--- config.mk ---
export PLATFORM = sky130hd
export DESIGN_NAME = song_reader_flat
export DESIGN_NICKNAME = d
export VERILOG_FILES = /design/src/rtl/song_pkg.sv /design/src/rtl/song_reader_if.sv /design/src/rtl/song_gap_timer.sv /design/src/rtl/song_reader.sv /design/src/flat_wrapper.sv
export SDC_FILE = /design/constraint.sdc
export NUM_CORES = 1
export LEC_CHECK = 0
export CORE_MARGIN = 1
export CORE_UTILIZATION = 38
export DETAILED_ROUTE_END_ITERATION = 7
export PLACE_DENSITY = 0.74
export SKIP_LAST_GASP = 1
export SYNTH_ARGS = -nofsm -noshare
export SYNTH_HDL_FRONTEND = slang
export SYNTH_HIERARCHICAL = 1
export SYNTH_SLANG_ARGS = --single-unit
--- constraint.sdc ---
create_clock -name clk -period 1.86 [get_ports clk]
set_clock_uncertainty 0.1 [all_clocks]
set_input_delay 0.372 -clock clk [delete_from_list [all_inputs] [get_ports clk]]
set_output_delay 0.372 -clock clk [all_outputs]
set_load 0.02 [all_outputs]
--- src/rtl/song_pkg.sv ---
// Shared definitions for the music-player note datapath: widths, the
// sequencer state encoding, the end-of-song marker and small helpers.
// Used by song_reader, the player control FSM and the note player.
package song_pkg;

    localparam int SONG_BITS  = 2;
    localparam int NOTE_BITS  = 5;
    localparam int NOTE_W     = 6;
    localparam int DUR_W      = 6;
    localparam int GAP_CYCLES = 4;
    localparam int ADDR_W     = SONG_BITS + NOTE_BITS;

    // A duration of zero in the song ROM marks the end of the song.
    localparam logic [DUR_W-1:0] END_DUR = {DUR_W{1'b0}};

    typedef enum logic [2:0] {
        IDLE     = 3'd0,
        FETCH    = 3'd1,
        WAIT_ROM = 3'd2,
        ISSUE    = 3'd3,
        PLAYING  = 3'd4,
        GAP      = 3'd5,
        DONE     = 3'd6,
        HALT     = 3'd7
    } song_state_t;

    function automatic logic is_end_marker(input logic [DUR_W-1:0] dur);
        return (dur == END_DUR);
    endfunction

    // The all-ones slot is the last one of a song; the index never wraps from it.
    function automatic logic is_last_note(input logic [NOTE_BITS-1:0] idx);
        return (idx == {NOTE_BITS{1'b1}});
    endfunction

endpackage

--- src/rtl/song_reader_if.sv ---
// Bundle of the song_reader connections to the control FSM, the song ROM
// and the note player. The reader is the master: it drives the ROM address
// and the note/duration/status outputs.
interface song_reader_if;
    import song_pkg::*;

    logic                 play;
    logic                 reset_play;
    logic                 nextsong;
    logic                 note_done;
    logic [NOTE_W-1:0]    rom_note;
    logic [DUR_W-1:0]     rom_dur;
    logic [ADDR_W-1:0]    rom_addr;
    logic [NOTE_W-1:0]    note;
    logic [DUR_W-1:0]     duration;
    logic                 new_note;
    logic                 song_done;
    logic [SONG_BITS-1:0] song;

    modport master (
        input  play, reset_play, nextsong, note_done, rom_note, rom_dur,
        output rom_addr, note, duration, new_note, song_done, song
    );

    modport slave (
        output play, reset_play, nextsong, note_done, rom_note, rom_dur,
        input  rom_addr, note, duration, new_note, song_done, song
    );

endinterface

--- src/rtl/song_gap_timer.sv ---
// Down-counter timing the silent gap between notes. load sets the count,
// en decrements it (stopping at zero), clear forces it to zero and wins
// over load. zero flags an expired count.
module song_gap_timer #(
    parameter int W = 3
) (
    input  logic         clk,
    input  logic         reset,
    input  logic         clear,
    input  logic         load,
    input  logic [W-1:0] load_val,
    input  logic         en,
    output logic         zero
);

    logic [W-1:0] cnt_r;

    // Gap counter: clear beats load beats decrement; holds at zero.
    always_ff @(posedge clk) begin
        if (reset) begin
            cnt_r <= {W{1'b0}};
        end else if (clear) begin
            cnt_r <= {W{1'b0}};
        end else if (load) begin
            cnt_r <= load_val;
        end else if (en && (cnt_r != {W{1'b0}})) begin
            cnt_r <= cnt_r - W'(1'b1);
        end else begin
            cnt_r <= cnt_r;
        end
    end

    assign zero = (cnt_r == {W{1'b0}});

endmodule

--- src/rtl/song_reader.sv ---
// Note sequencer for the music player. Walks the notes of the current song
// in a synchronous (1-cycle latency) song ROM and hands each note/duration
// pair to the note player with a new_note pulse, under play / reset_play /
// nextsong control. A zero duration or the last slot ends the song with a
// single song_done pulse, after which the reader halts until restarted.
// Optional feature macro: NOTE_GAP_EN inserts GAP_CYCLES silent cycles
// between notes (gap counter frozen while play is low).
module song_reader
    import song_pkg::*;
(
    input  logic          clk,
    input  logic          reset,
    song_reader_if.master bus
);

    song_state_t          state_r;
    song_state_t          state_s;
    logic [SONG_BITS-1:0] song_r;
    logic [NOTE_BITS-1:0] note_idx_r;
    logic [NOTE_W-1:0]    note_r;
    logic [DUR_W-1:0]     dur_r;
    logic                 new_note_r;
    logic                 song_done_r;
    logic                 wait_held_r;
    logic                 restart_s;
    logic                 advance_s;
    logic                 latch_s;
`ifdef NOTE_GAP_EN
    localparam int GAP_W = $clog2(GAP_CYCLES + 1);
    logic                 gap_load_s;
    logic                 gap_en_s;
    logic                 gap_zero_s;
`endif

    // nextsong implies a restart; together with reset_play it is still one restart.
    assign restart_s = bus.reset_play | bus.nextsong;

    // Next-state logic; also decides when to advance the index and latch ROM data.
    always_comb begin
        state_s   = state_r;
        advance_s = 1'b0;
        latch_s   = 1'b0;
`ifdef NOTE_GAP_EN
        gap_load_s = 1'b0;
        gap_en_s   = 1'b0;
`endif
        case (state_r)
            IDLE: begin
                if (bus.play) state_s = FETCH;
                else          state_s = IDLE;
            end
            FETCH: begin
                if (bus.play) state_s = WAIT_ROM;
                else          state_s = FETCH;
            end
            WAIT_ROM: begin
                // After a pause the read is taken one cycle later so the latched
                // data always comes from a read made while playing.
                if (bus.play && !wait_held_r) begin
                    if (is_end_marker(bus.rom_dur)) begin
                        state_s = DONE;
                    end else begin
                        state_s = ISSUE;
                        latch_s = 1'b1;
                    end
                end else begin
                    state_s = WAIT_ROM;
                end
            end
            ISSUE: begin
                if (bus.play) state_s = PLAYING;
                else          state_s = ISSUE;
            end
            PLAYING: begin
                // note_done is accepted even when paused: the player is finished.
                if (bus.note_done) begin
                    if (is_last_note(note_idx_r)) begin
                        state_s = DONE;
                    end else begin
                        advance_s = 1'b1;
`ifdef NOTE_GAP_EN
                        state_s    = GAP;
                        gap_load_s = 1'b1;
`else
                        state_s    = FETCH;
`endif
                    end
                end else begin
                    state_s = PLAYING;
                end
            end
            GAP: begin
`ifdef NOTE_GAP_EN
                gap_en_s = bus.play;
                if (bus.play && gap_zero_s) state_s = FETCH;
                else                        state_s = GAP;
`else
                state_s = IDLE;
`endif
            end
            DONE:    state_s = HALT;
            HALT:    state_s = HALT;
            default: state_s = IDLE;
        endcase
    end

    // Control state, song select and note index; restart overrides the FSM.
    always_ff @(posedge clk) begin
        if (reset) begin
            state_r     <= IDLE;
            song_r      <= {SONG_BITS{1'b0}};
            note_idx_r  <= {NOTE_BITS{1'b0}};
            new_note_r  <= 1'b0;
            song_done_r <= 1'b0;
            wait_held_r <= 1'b0;
        end else if (restart_s) begin
            state_r     <= IDLE;
            song_r      <= bus.nextsong ? (song_r + SONG_BITS'(1'b1)) : song_r;
            note_idx_r  <= {NOTE_BITS{1'b0}};
            new_note_r  <= 1'b0;
            song_done_r <= 1'b0;
            wait_held_r <= 1'b0;
        end else begin
            state_r     <= state_s;
            song_r      <= song_r;
            note_idx_r  <= advance_s ? (note_idx_r + NOTE_BITS'(1'b1)) : note_idx_r;
            new_note_r  <= latch_s;
            song_done_r <= (state_s == DONE);
            wait_held_r <= (state_r == WAIT_ROM) && !bus.play;
        end
    end

    // Note/duration holding registers: load on issue, clear on reset/restart.
    always_ff @(posedge clk) begin
        if (reset || restart_s) begin
            note_r <= {NOTE_W{1'b0}};
            dur_r  <= {DUR_W{1'b0}};
        end else if (latch_s) begin
            note_r <= bus.rom_note;
            dur_r  <= bus.rom_dur;
        end else begin
            note_r <= note_r;
            dur_r  <= dur_r;
        end
    end

`ifdef NOTE_GAP_EN
    song_gap_timer #(
        .W (GAP_W)
    ) u_gap_timer (
        .clk      (clk),
        .reset    (reset),
        .clear    (restart_s),
        .load     (gap_load_s),
        .load_val (GAP_W'(GAP_CYCLES - 1)),
        .en       (gap_en_s),
        .zero     (gap_zero_s)
    );
`endif

    assign bus.rom_addr  = {song_r, note_idx_r};
    assign bus.note      = note_r;
    assign bus.duration  = dur_r;
    assign bus.new_note  = new_note_r;
    assign bus.song_done = song_done_r;
    assign bus.song      = song_r;

endmodule

--- src/flat_wrapper.sv ---
// flat-port wrapper written by rule: the top's interface ports become plain ports
module song_reader_flat import song_pkg::*;
  (clk, reset, bus_play, bus_reset_play, bus_nextsong, bus_note_done, bus_rom_note, bus_rom_dur, bus_rom_addr, bus_note, bus_duration, bus_new_note, bus_song_done, bus_song);
  song_reader_if bus_i ();
  input  logic clk;
  input  logic reset;
  input wire logic [$bits(bus_i.play)-1:0] bus_play;
  input wire logic [$bits(bus_i.reset_play)-1:0] bus_reset_play;
  input wire logic [$bits(bus_i.nextsong)-1:0] bus_nextsong;
  input wire logic [$bits(bus_i.note_done)-1:0] bus_note_done;
  input wire logic [$bits(bus_i.rom_note)-1:0] bus_rom_note;
  input wire logic [$bits(bus_i.rom_dur)-1:0] bus_rom_dur;
  output wire logic [$bits(bus_i.rom_addr)-1:0] bus_rom_addr;
  output wire logic [$bits(bus_i.note)-1:0] bus_note;
  output wire logic [$bits(bus_i.duration)-1:0] bus_duration;
  output wire logic [$bits(bus_i.new_note)-1:0] bus_new_note;
  output wire logic [$bits(bus_i.song_done)-1:0] bus_song_done;
  output wire logic [$bits(bus_i.song)-1:0] bus_song;
  assign bus_i.play = bus_play;
  assign bus_i.reset_play = bus_reset_play;
  assign bus_i.nextsong = bus_nextsong;
  assign bus_i.note_done = bus_note_done;
  assign bus_i.rom_note = bus_rom_note;
  assign bus_i.rom_dur = bus_rom_dur;
  assign bus_rom_addr = bus_i.rom_addr;
  assign bus_note = bus_i.note;
  assign bus_duration = bus_i.duration;
  assign bus_new_note = bus_i.new_note;
  assign bus_song_done = bus_i.song_done;
  assign bus_song = bus_i.song;
  song_reader u_core (.clk(clk), .reset(reset), .bus(bus_i));
endmodule
Word-level counts from Yosys, hierarchy flattened
Cells that the tools add are included.
{ "word_totals": {"ff_bits": 25, "inputBits": 18, "out_inout_bits": 23, "wordCells": 44} }
{ "classes": {"n_addsub": 2, "eq_ne": 9, "mux": 14, "bitwise_logic": 1, "n_reduce_logical": 10} }
{ "ops": {"columns": ["cell", "count"], "rows": [
  ["case mux 3 bit (7 select lines)", 1],
  ["equality test 3 bit, second input constant", 5],
  ["2-to-1 mux 3 bit", 5],
  ["2-to-1 mux 1 bit", 7],
  ["equality test 3 x 2 -> 1 bit, second input constant", 2],
  ["zero test 6 bit", 1],
  ["adder 5 x 1 -> 5 bit, second input constant", 1],
  ["equality test 5 bit, second input constant", 1],
  ["OR reduction 2 bit", 2],
  ["equality test 3 x 1 -> 1 bit, second input constant", 1],
  ["zero test 3 bit", 1],
  ["adder 2 x 1 -> 2 bit, second input constant", 1],
  ["logical AND 1 bit", 2],
  ["zero test 1 bit", 2],
  ["2-to-1 mux 2 bit", 1],
  ["AND reduction 2 bit", 1],
  ["logical OR 1 bit", 1],
  ["OR 1 bit", 1]
]} }

Depth between registers and ports, before layout
{ "logic_depth": {"word_depth": 5, "mapped_depth": 7, "mapped_depth_nobuf": 7} }

Worst setup path before layout
No wires, ideal clock.
{ "synth_timing": {"kind": "reg2reg", "from": "register u_core.note_idx_r[0]", "to": "register u_core.state_r[0]", "arrival_time_ns": 1.848, "path_slack_ns": -0.153, "path_stages_with_launch": 8, "n_path_buf": 0, "synth_period_minus_slack_ns": 2.013, "cell_sequence": "dfxtp_1 ha_1 and3_1 ha_1 nor3b_1 o22ai_1 a21oi_1 nor2b_1"} }
{ "synth_between": {"elab_chain_cells": 4} }
{ "synth_lines": {"columns": ["item", "line_no", "text"], "rows": [
  ["start: declaration", "song_reader.sv:19", "logic [NOTE_BITS-1:0] note_idx_r;"],
  ["start signal: assignment", "song_reader.sv:112", "note_idx_r <= {NOTE_BITS{1'b0}};"],
  ["start signal: assignment", "song_reader.sv:119", "note_idx_r <= {NOTE_BITS{1'b0}};"],
  ["start signal: assignment", "song_reader.sv:126", "note_idx_r <= advance_s ? (note_idx_r + NOTE_BITS'(1'b1)) : note_idx_r;"],
  ["equality test 5 bit", "song_pkg.sv:33", "return (idx == {NOTE_BITS{1'b1}});"],
  ["2-to-1 mux 3 bit", "song_reader.sv:77", "if (is_last_note(note_idx_r)) begin"],
  ["2-to-1 mux 3 bit", "song_reader.sv:76", "if (bus.note_done) begin"],
  ["case mux 3 bit (7 select lines)", "song_reader.sv:47", "case (state_r)"],
  ["end signal: assignment", "song_reader.sv:124", "state_r <= state_s;"],
  ["end: declaration", "song_reader.sv:16", "song_state_t state_r;"]
]} }
No other way between the ends.
A chain may end at the register's enable or synchronous reset.

Worst setup path after layout
{ "layout_timing": {"from": "input port bus_rom_dur[2]", "to": "register u_core.song_done_r (netlist: u_core/bus.song_done)"} }
{ "layout_between": {"elab_chain_cells": 5} }
{ "layout_lines": {"columns": ["item", "line_no", "text"], "rows": [
  ["start: declaration", "flat_wrapper.sv:12", "input wire logic [$bits(bus_i.rom_dur)-1:0] bus_rom_dur;"],
  ["zero test 6 bit", "song_pkg.sv:28", "return (dur == END_DUR);"],
  ["2-to-1 mux 3 bit", "song_reader.sv:60", "if (is_end_marker(bus.rom_dur)) begin"],
  ["2-to-1 mux 3 bit", "song_reader.sv:59", "if (bus.play && !wait_held_r) begin"],
  ["case mux 3 bit (7 select lines)", "song_reader.sv:47", null],
  ["equality test 3 bit", "song_reader.sv:128", "song_done_r <= (state_s == DONE);"],
  ["end signal: assignment", "song_reader.sv:128", null],
  ["end: declaration", "song_reader.sv:23", "logic song_done_r;"]
]} }
No other way between the ends.

==> results_dict.tcl <==
set metrics [dict create \
    status "finished, final reports clean" \
    reg2reg_from "u_core/note_idx_r[0]" \
    synth_seq_cells 25 \
    maxSlewViolCount 0 \
    vias 985 \
    nets 191 \
    maxCapViolCount 0 \
    drc 0 \
    fill_cells 220 \
    synth_xor_area_frac 0.04108 \
    cts_buffer_depth 2 \
    clk_pin_slew_worst_paths_ns 0.14 \
    viasPerCell 4.925 \
    cts_buffers 3 \
    place_congestion 0.7759 \
    start_util 0.4152 \
    syn_nets 137 \
    grt_setup_unrepaired "true" \
    hold_ws_ns 0.3307 \
    arrival_ns 1.97 \
    worst_pin_slew_ns 0.4113 \
    cts-root-buf "clkbuf_4" \
    grtUsageTotal 0.1688 \
    ys.flop_type "dfxtp_1" \
    leakage_nw 0.6870 \
    first_pass_iters 3 \
    critical_path_class "input port to flop" \
    antenna_found_initial 0 \
    critical_path.startpoint "bus_rom_dur[2]" \
    cts_tree "built" \
    final_util 0.6511 \
    critPathMaxFanout 2 \
    synth-compound-area-share 0.07746 \
    synth.area.mux_share 0.1033 \
    dp_cells 195 \
    rows 18 \
    design.die.area_um2 3021 \
    hp-start "bus_rom_dur[2]" \
    layout_common_cells "clkdlybuf4s50_1, dfxtp_1, nor2_1" \
    first_global_vias 892 \
    insertedDiodeCount 0 \
    p_per_area_nw_per_um2 533.6 \
    ys_seq_area_frac 0.4695 \
    hpwlAfterDp_um 1819 \
    fin_crit_ns 1.829 \
    syn_to_final_growth_pct 56.81 \
    io_pins 41 \
    ys_async_sr_fraction 0 \
    syn_avg_cell_area_um2 9.111 \
    numPortBuffers 40 \
    maxSlewHeadroom 0.7252 \
    wirelength_um 2448 \
    yosys_warnings 6 \
    wl_per_cell_um 12.24 \
    synth-simple-area-share 0.2383 \
    drtIter0Drc 8 \
    required_ns 2.00 \
    synthTopCellsByArea "dfxtp_1, mux2i_1, nor2_1" \
    core_region_area_um2 2567 \
    grt_pass1_wl_um 3636 \
    yosys.area.top_type "dfxtp_1" \
    grt_max_degree 22 \
    crit_chain "dlygate4sd2_1, or4_4, or4b_1, o211a_1, nor3b_2" \
    synth_top_family_by_area "simple AND/OR/NAND/NOR gates" \
    worstHoldPathType "input port to flop" \
    crit_path_start_kind "input port" \
    fmax_mhz 546.8 \
    worstSkewPairLatency_ns 0.31 \
    htreeDepth 1 \
    final_layout_size_suffix_gt1_frac 0.1882 \
    synthCells 117 \
    synth_cell_types 30 \
    antenna_left 0 \
    end_kind "flop" \
    slowest_delay_ns 0.53 \
    crit_path_top_delay_cell "or4_4" \
    hold_viol 0 \
    cts.sinks 25 \
    fp.dieH_um 54.97 \
    post_layout_nonfiller_instances 200 \
    postCtsHoldBufs 0 \
    netlist_area_um2 1066 \
    synth_top_area_frac 0.4695 \
    synth_fa_ha_area_frac 0.02347 \
    synth_edf_count 0 \
    setup_viol 0 \
    grt-ovfl-total 0 \
    timing.final.crit_share 0.9832 \
    die_w_um 54.97 \
    finalSetupTns_ns 0 \
    ir_drop_uv 420.4 \
    final_common_cell "clkdlybuf4s50_1" \
]
[where the power goes]
| group | switching, W | leakage (nW) | internal, W |
|---|---|---|---|
| registers | 0.00000446 | 0.202 | 0.000541 |
| logic | 0.0000443 | 0.467 | 0.0000635 |
| clock network | 0.000159 | 0.0177 | 0.0000803 |
[synthesized netlist by cell type (all sizes together), types with 2 or more instances]
cell,instances
a21oi,7
nand2,9
buf,3
clkbuf,5
xor2,4
and3,2
nor3,4
o211a,2
nand3,5
dfxtp,25
nor2b,2
nand2b,2
nor3b,2
ha,2
nor2,17
mux2i,11
inv,3
[critical path, delay by kind of cell]
kind                   cells  cell delay, ns
and+or+nand+nor            3            1.19
buffers and inverters      1            0.24
AOI/OAI and AO/OA          1            0.17
[path summary, 6_finish.rpt]
| kind | slack, ns | to | cells past startpoint |
|---|---|---|---|
| min | 0.33 | u_core/bus.duration[2] | 3 |
| max reg2reg | 0.09 | u_core/note_idx_r[2] | 8 |
| max | 0.03 | u_core/bus.song_done | 5 |
| min reg2reg | 0.37 | u_core/bus.duration[2] | 2 |
[layer usage]
layer | track usage | routed length [um] | vias up
li1 | - | - | 502
met5 | 0 | 0 | -
met1 | 0.1846 | 1042 | 457
met3 | 0.05464 | 162 | 0
met2 | 0.3133 | 1244 | 26
met4 | 0.03750 | 0 | 0
[final cells by class]
cell class	count	area, um2	area share
clock buffers	3	22.52	0.01347
well taps	30	37.54	0.02246
flip-flops and latches	25	501.7	0.3002
multi-input cells	81	546.8	0.3271
inverters	3	11.26	0.006737
clock inverters	1	5.005	0.002994
repair buffers	57	546.8	0.3271
[what timing repair did]
item,4_1_cts,5_1_grt
setup buffers,1,0
resized for setup,6,12
pin swaps,4,5
setup endpoints to repair,3,10
[stage by stage]
stage          cell area (um2)  setup WS (ns)   power, W
5_1_grt                   1672       -0.01883  0.0009336
3_3_place_gp              1603        -0.4285  0.0006637
2_1_floorplan             1071        0.01265  0.0005989
6_report                  1672        0.03130  0.0008920
3_5_place_dp              1603        -0.4903  0.0006677
4_1_cts                   1637      0.0009164  0.0009071
[sequential cells by signal (all words and copies together) (netlist names)]
name,count
u_core/bus.duration,6
u_core/bus.song,2
u_core/bus.note,6
u_core/bus.new_note,1
u_core/bus.song_done,1
u_core/state_r,3
u_core/wait_held_r,1
u_core/note_idx_r,5
[cells by family after synthesis]
logic type,count (synthesis)
DFF,25
buffers and inverters,11
xor gates and xnor gates,5
adders and majority gates,2
muxes,11
AOI/OAI and AO/OA,13
and+or+nand+nor,50
Note: power is estimated with default switching activity, not from simulation.
==> RTL change 1, RTL diff (same flow settings) <==
Add a define of `NOTE_GAP_EN`.
--- a/src/rtl/song_reader.sv
+++ b/src/rtl/song_reader.sv
@@ -7,2 +7,4 @@
 // between notes (gap counter frozen while play is low).
+`define NOTE_GAP_EN
+
 module song_reader
Formal check against the unedited RTL: not equivalent (Yosys sat finds a counterexample within 10 cycles, from zero or initial values and one cycle with reset high).
==> RTL change 1 against the original RTL <==
Area after synthesis up 21%. Design area up 20%. Cell count up 21%. Utilization down 1.0 points. Total power up 14%. Register-to-register slack worse by 40 ps. Worst setup slack worse by 10 ps. Wire length up 24%. First-iteration DRC count up 88%. Sequential cell count up 3. Clock power up 25%. Highest routed layer is now met4.
==> RTL change 1: results <==
metrics = {
    "placement": {
        "dp_hpwl_mm": 2.29,
        "gp_congestion": 0.793,
        "numPortBuffers": 40,
        "pre_cts_ws_ps": -462,
    },
    "grt": {
        "antenna_found_initial": 0,
        "grt_first_pass_wirelength_mm": 4.82,
        "grt_pass1_vias": 1129,
        "grt_max_degree": 16,
        "track_usage_pct": 17.9,
    },
    "detailed_routing": {
        "drt_iter0_markers": 15,
        "dr.pass1.iters": 4,
        "wl_per_cell_um": 12.6,
        "num_vias": 1157,
    },
    "clock_tree": {
        "cts_root_buffer": "clkbuf_4",
        "worstSkewPairLatency_ps": 320,
        "clk_pin_slew_ps": 150,
        "cts_buffers": 3,
        "htree_num_levels": 1,
        "cts_buffer_depth": 2,
    },
    "power_and_ir_drop": {
        "vdd_drop_max_uv": 311,
        "p_leak_nw": 0.856,
    },
    "synth": {
        "synth-compound-area-share_pct": 10.9,
        "synthAdderAreaFrac_pct": 3.89,
        "synthMuxAreaShare_pct": 7.77,
        "synth_common_cells": "dfxtp_1 (28), nor2_1 (21), nand2_1 (11), mux2i_1 (10), a21oi_1 (6)",
        "async_flop_share_pct": 0,
        "ys_top_cells_by_area": "dfxtp_1 (44%), mux2i_1 (7.8%), nor2_1 (6.1%)",
        "yosysWarnings": 6,
        "synth_xor_xnor_area_share_pct": 4.08,
        "synth_cell_types": 38,
        "seq_area_frac_synth_pct": 43.5,
    },
    "sta": {
        "setup_ws_ps": 21.3,
    },
    "layout": {
        "layout-drive-gt1-share_pct": 21.2,
        "diodes": 0,
        "nets": 221,
    },
    "critical_path": {
        "r2r_slack_ps": 50,
        "critPathMaxFanout": 6,
        "cp.arrival_ps": 2010,
    },
    "hold_path": {
        "hold_class": "in2reg",
    },
    "outcome": {
        "status": "finished clean",
    },
}
## RTL change 1: worst paths after layout
kind,to,cells after the start,startpoint
setup / recovery,u_core/bus.duration[3],8,bus_rom_dur[1]
hold / removal,u_core/bus.duration[5],3,bus_rom_dur[5]
setup reg to reg,u_core/u_gap_timer/cnt_r[1],6,u_core/note_idx_r[0]
hold reg to reg,u_core/bus.duration[5],2,u_core/bus.duration[5]
## RTL change 1: layer usage
layer,vias to the layer above,part of all wire [%],GRT usage [%]
li1,597,-,-
met1,541,44,22.0
met2,17,53,30.8
met3,2,3.0,3.25
met4,0,0.86,6.98
met5,-,0,0
## RTL change 1: what timing repair did
item,in CTS,in global routing
gates cloned,1,0
endpoints found under the setup margin,17,12
resized for setup,15,12
buffers inserted,3,0
pin swaps,4,4
hold endpoints to repair,0,0
## RTL change 1: per-stage QoR
step	hold slack, ps	TNS (ps)	std cells	cell area [sq um]
global route	327	-47.9	242	2000
finish	329	0	242	2000
global placement	343	-5150	234	1860
CTS	316	-20.5	242	1960
detailed placement	357	-6050	234	1860
floorplan	344	-34.1	140	1300
## RTL change 1: cell type report
type                       instances  area, sq um
timing repair buffer              62          603
inverter                           4         15.0
multi-input combinational        100          731
clock buffer                       4         36.3
tap                               44         55.1
fill                             276         1120
sequential                        28          564
## RTL change 1: report_power, final
group / internal [mW] / total [mW] / switching (mW)
Clock: 0.120 / 0.298 / 0.178
Combinational: 0.0633 / 0.112 / 0.0486
Sequential: 0.605 / 0.611 / 0.00637
Total: 0.788 / 1.02 / 0.233
## RTL change 1: critical path, stage by stage
cell,delay (ps)
dlygate4sd2_1,240
or4_4,550
o311ai_4,310
buf_6,160
buf_16,100
buf_4,100
a22oi_1,50
nor2_1,110
## RTL change 1: logic make-up (layout without fill, tap and decap cells)
family,Yosys count,count (layout)
simple gates,59,59
flops,28,28
compound gates,18,18
buf+inv,12,70
mux,10,10
xor+xnor,6,6
fa+ha+maj,4,4
other cells,2,3
==> RTL change 2, RTL diff (same flow settings) <==
Without the edit above. Make the reset (`reset`) asynchronous in one clocked block.
--- a/src/rtl/song_reader.sv
+++ b/src/rtl/song_reader.sv
@@ -107,3 +107,3 @@
     // Control state, song select and note index; restart overrides the FSM.
-    always_ff @(posedge clk) begin
+    always_ff @(posedge clk or posedge reset) begin
         if (reset) begin
Function: differs if reset is asserted again (counterexample within 4 cycles, from zero or initial values and one cycle with reset high); with reset held inactive, the same outputs for 10 cycles.
==> RTL change 2 against the original RTL <==
Die area is 10% higher. The run now ends with design-rule violations left. Synthesized cell count fell by 6.0%. Wire length fell by 1.3%. Area after synthesis rose by 11%. Via count fell by 3.8%. Critical endpoint is now u_core/bus.song_done. Sequential cell count unchanged. Design area grew 4.3%. Count of clock-buffer cells in the layout did not move. Worst setup slack worse by 0.50 ps. Critical path depth increased by 2.
Power is not compared: it rests on default switching activity, and its combinational part moved more than twofold at a synthesized area within 25%.
==> RTL change 2: results <==
metrics = {
    "layout": {
        "nets": 178,
        "layout-drive-gt1-share_pct": 19.1,
        "diodes": 0,
        "fillers": 250,
    },
    "synth": {
        "synth_common_cells": "nor2_1 (22), dfrtp_1 (13), mux2i_1 (13), dfxtp_1 (12)",
        "synth_cell_types": 35,
        "syn_area_per_cell_sq_um": 10.7,
        "ys_top_cells_by_area": "dfrtp_1 (28%), dfxtp_1 (20%), mux2i_1 (11%)",
        "async_flop_share_pct": 52.0,
        "yosysWarnings": 6,
        "syn_nets": 130,
        "seq_area_frac_synth_pct": 48.0,
    },
    "power_and_ir_drop": {
        "p_leak_nw": 0.724,
        "vdd_drop_max_uv": 379,
        "p_switching_mw": 0.302,
    },
    "critical_path": {
        "crit_path_end_kind": "register",
        "cp.arrival_ps": 1940,
        "critPathMaxFanout": 5,
    },
    "detailed_routing": {
        "wl_per_cell_um": 12.9,
        "drc": 2,
        "num_vias": 948,
        "routed_wl_mm": 2.42,
        "dr.pass1.iters": 6,
        "drt_iter0_markers": 24,
    },
    "clock_tree": {
        "clk_pin_slew_ps": 140,
        "cts_root_buffer": "clkbuf_4",
        "htree_num_levels": 1,
        "cts_buffer_depth": 2,
        "cts_buffers": 3,
        "worstSkewPairLatency_ps": 310,
    },
    "grt": {
        "grt_pass1_vias": 935,
        "track_usage_pct": 15.6,
        "grt_first_pass_wirelength_mm": 4.06,
        "grt_max_degree": 16,
        "antenna_found_initial": 0,
    },
    "outcome": {
        "violations": "design-rule violations",
        "status": "finished, violations left",
    },
    "sta": {
        "tightest_slew_ps": 459,
    },
    "placement": {
        "dp_hpwl_mm": 1.82,
        "numPortBuffers": 40,
        "gp_congestion": 0.769,
        "pre_cts_ws_ps": -226,
    },
    "hold_path": {
        "hold_class": "in2async",
    },
}
[RTL change 2: through the flow]
stage | area (sq um) | power [mW] | TNS (ps)
after floorplan | 1180 | 0.743 | 0
after global placement | 1660 | 0.855 | -2100
after detailed placement | 1660 | 0.861 | -2840
after CTS | 1710 | 1.10 | -24.7
after global routing | 1740 | 1.13 | -53.4
final | 1740 | 1.07 | 0
[RTL change 2: layer usage]
metal | global-route usage (%) | vias up | part of all wire [%]
li1 | - | 471 | -
met5 | 0 | - | 0
met3 | 3.13 | 2 | 7.8
met2 | 25.2 | 36 | 47
met1 | 21.3 | 439 | 45
met4 | 5.10 | 0 | 0.54
[RTL change 2: worst paths after layout]
| kind | start | end | slack (ps) | cells after the start |
|---|---|---|---|---|
| setup / recovery | u_core/note_idx_r[0] | u_core/bus.song_done | 30 | 7 |
| hold / removal | reset | u_core/bus.song[0] | 270 | 2 |
| setup reg to reg | u_core/note_idx_r[0] | u_core/bus.song_done | 30 | 7 |
| hold reg to reg | u_core/bus.song[1] | u_core/bus.song[1] | 390 | 1 |
| max in group asynchronous | reset | u_core/note_idx_r[0] | 1060 | 2 |
| min in group clk | u_core/bus.song[1] | u_core/bus.song[1] | 390 | 1 |
[RTL change 2: power by group through the flow]
stage	clock network (mW)	registers, mW	logic (mW)
floorplan	0	0.627	0.116
global placement	0	0.600	0.255
detailed placement	0	0.603	0.258
CTS	0.255	0.591	0.250
global route	0.273	0.597	0.259
finish	0.239	0.588	0.244
[RTL change 2: cell type report]
class	instances	area [sq um]	share of cell area, %
clock buffers	3	22.5	1.29
clock inverters	1	7.51	0.431
inverters	4	15.0	0.861
multi-input cells	74	592	34.0
flip-flops and latches	25	568	32.6
well taps	31	38.8	2.23
repair buffers	50	499	28.6
[RTL change 2: critical path, stage by stage, from the launching register on]
cell,delay (ps)
dfrtp_2,430
ha_2,190
and3_4,180
ha_4,170
nand2b_4,140
a32oi_2,230
o31ai_2,100
and3_1,180
[RTL change 2: cells by family after synthesis]
family | Yosys count | share of synthesized area (%)
xor gates and xnor gates | 5 | 3.72
AOI/OAI and AO/OA | 10 | 7.96
muxes | 13 | 11.0
and+or+nand+nor | 44 | 22.0
buffers and inverters | 11 | 5.20
DFF | 25 | 48.0
adders and majority gates | 2 | 2.12
[RTL change 2: what timing repair did]
action / CTS / global route
setup buffers: 0 / 0
hold buffers: 0 / 0
pin swaps: 1 / 1
setup endpoints to repair: 5 / 9
gates resized for setup: 5 / 10
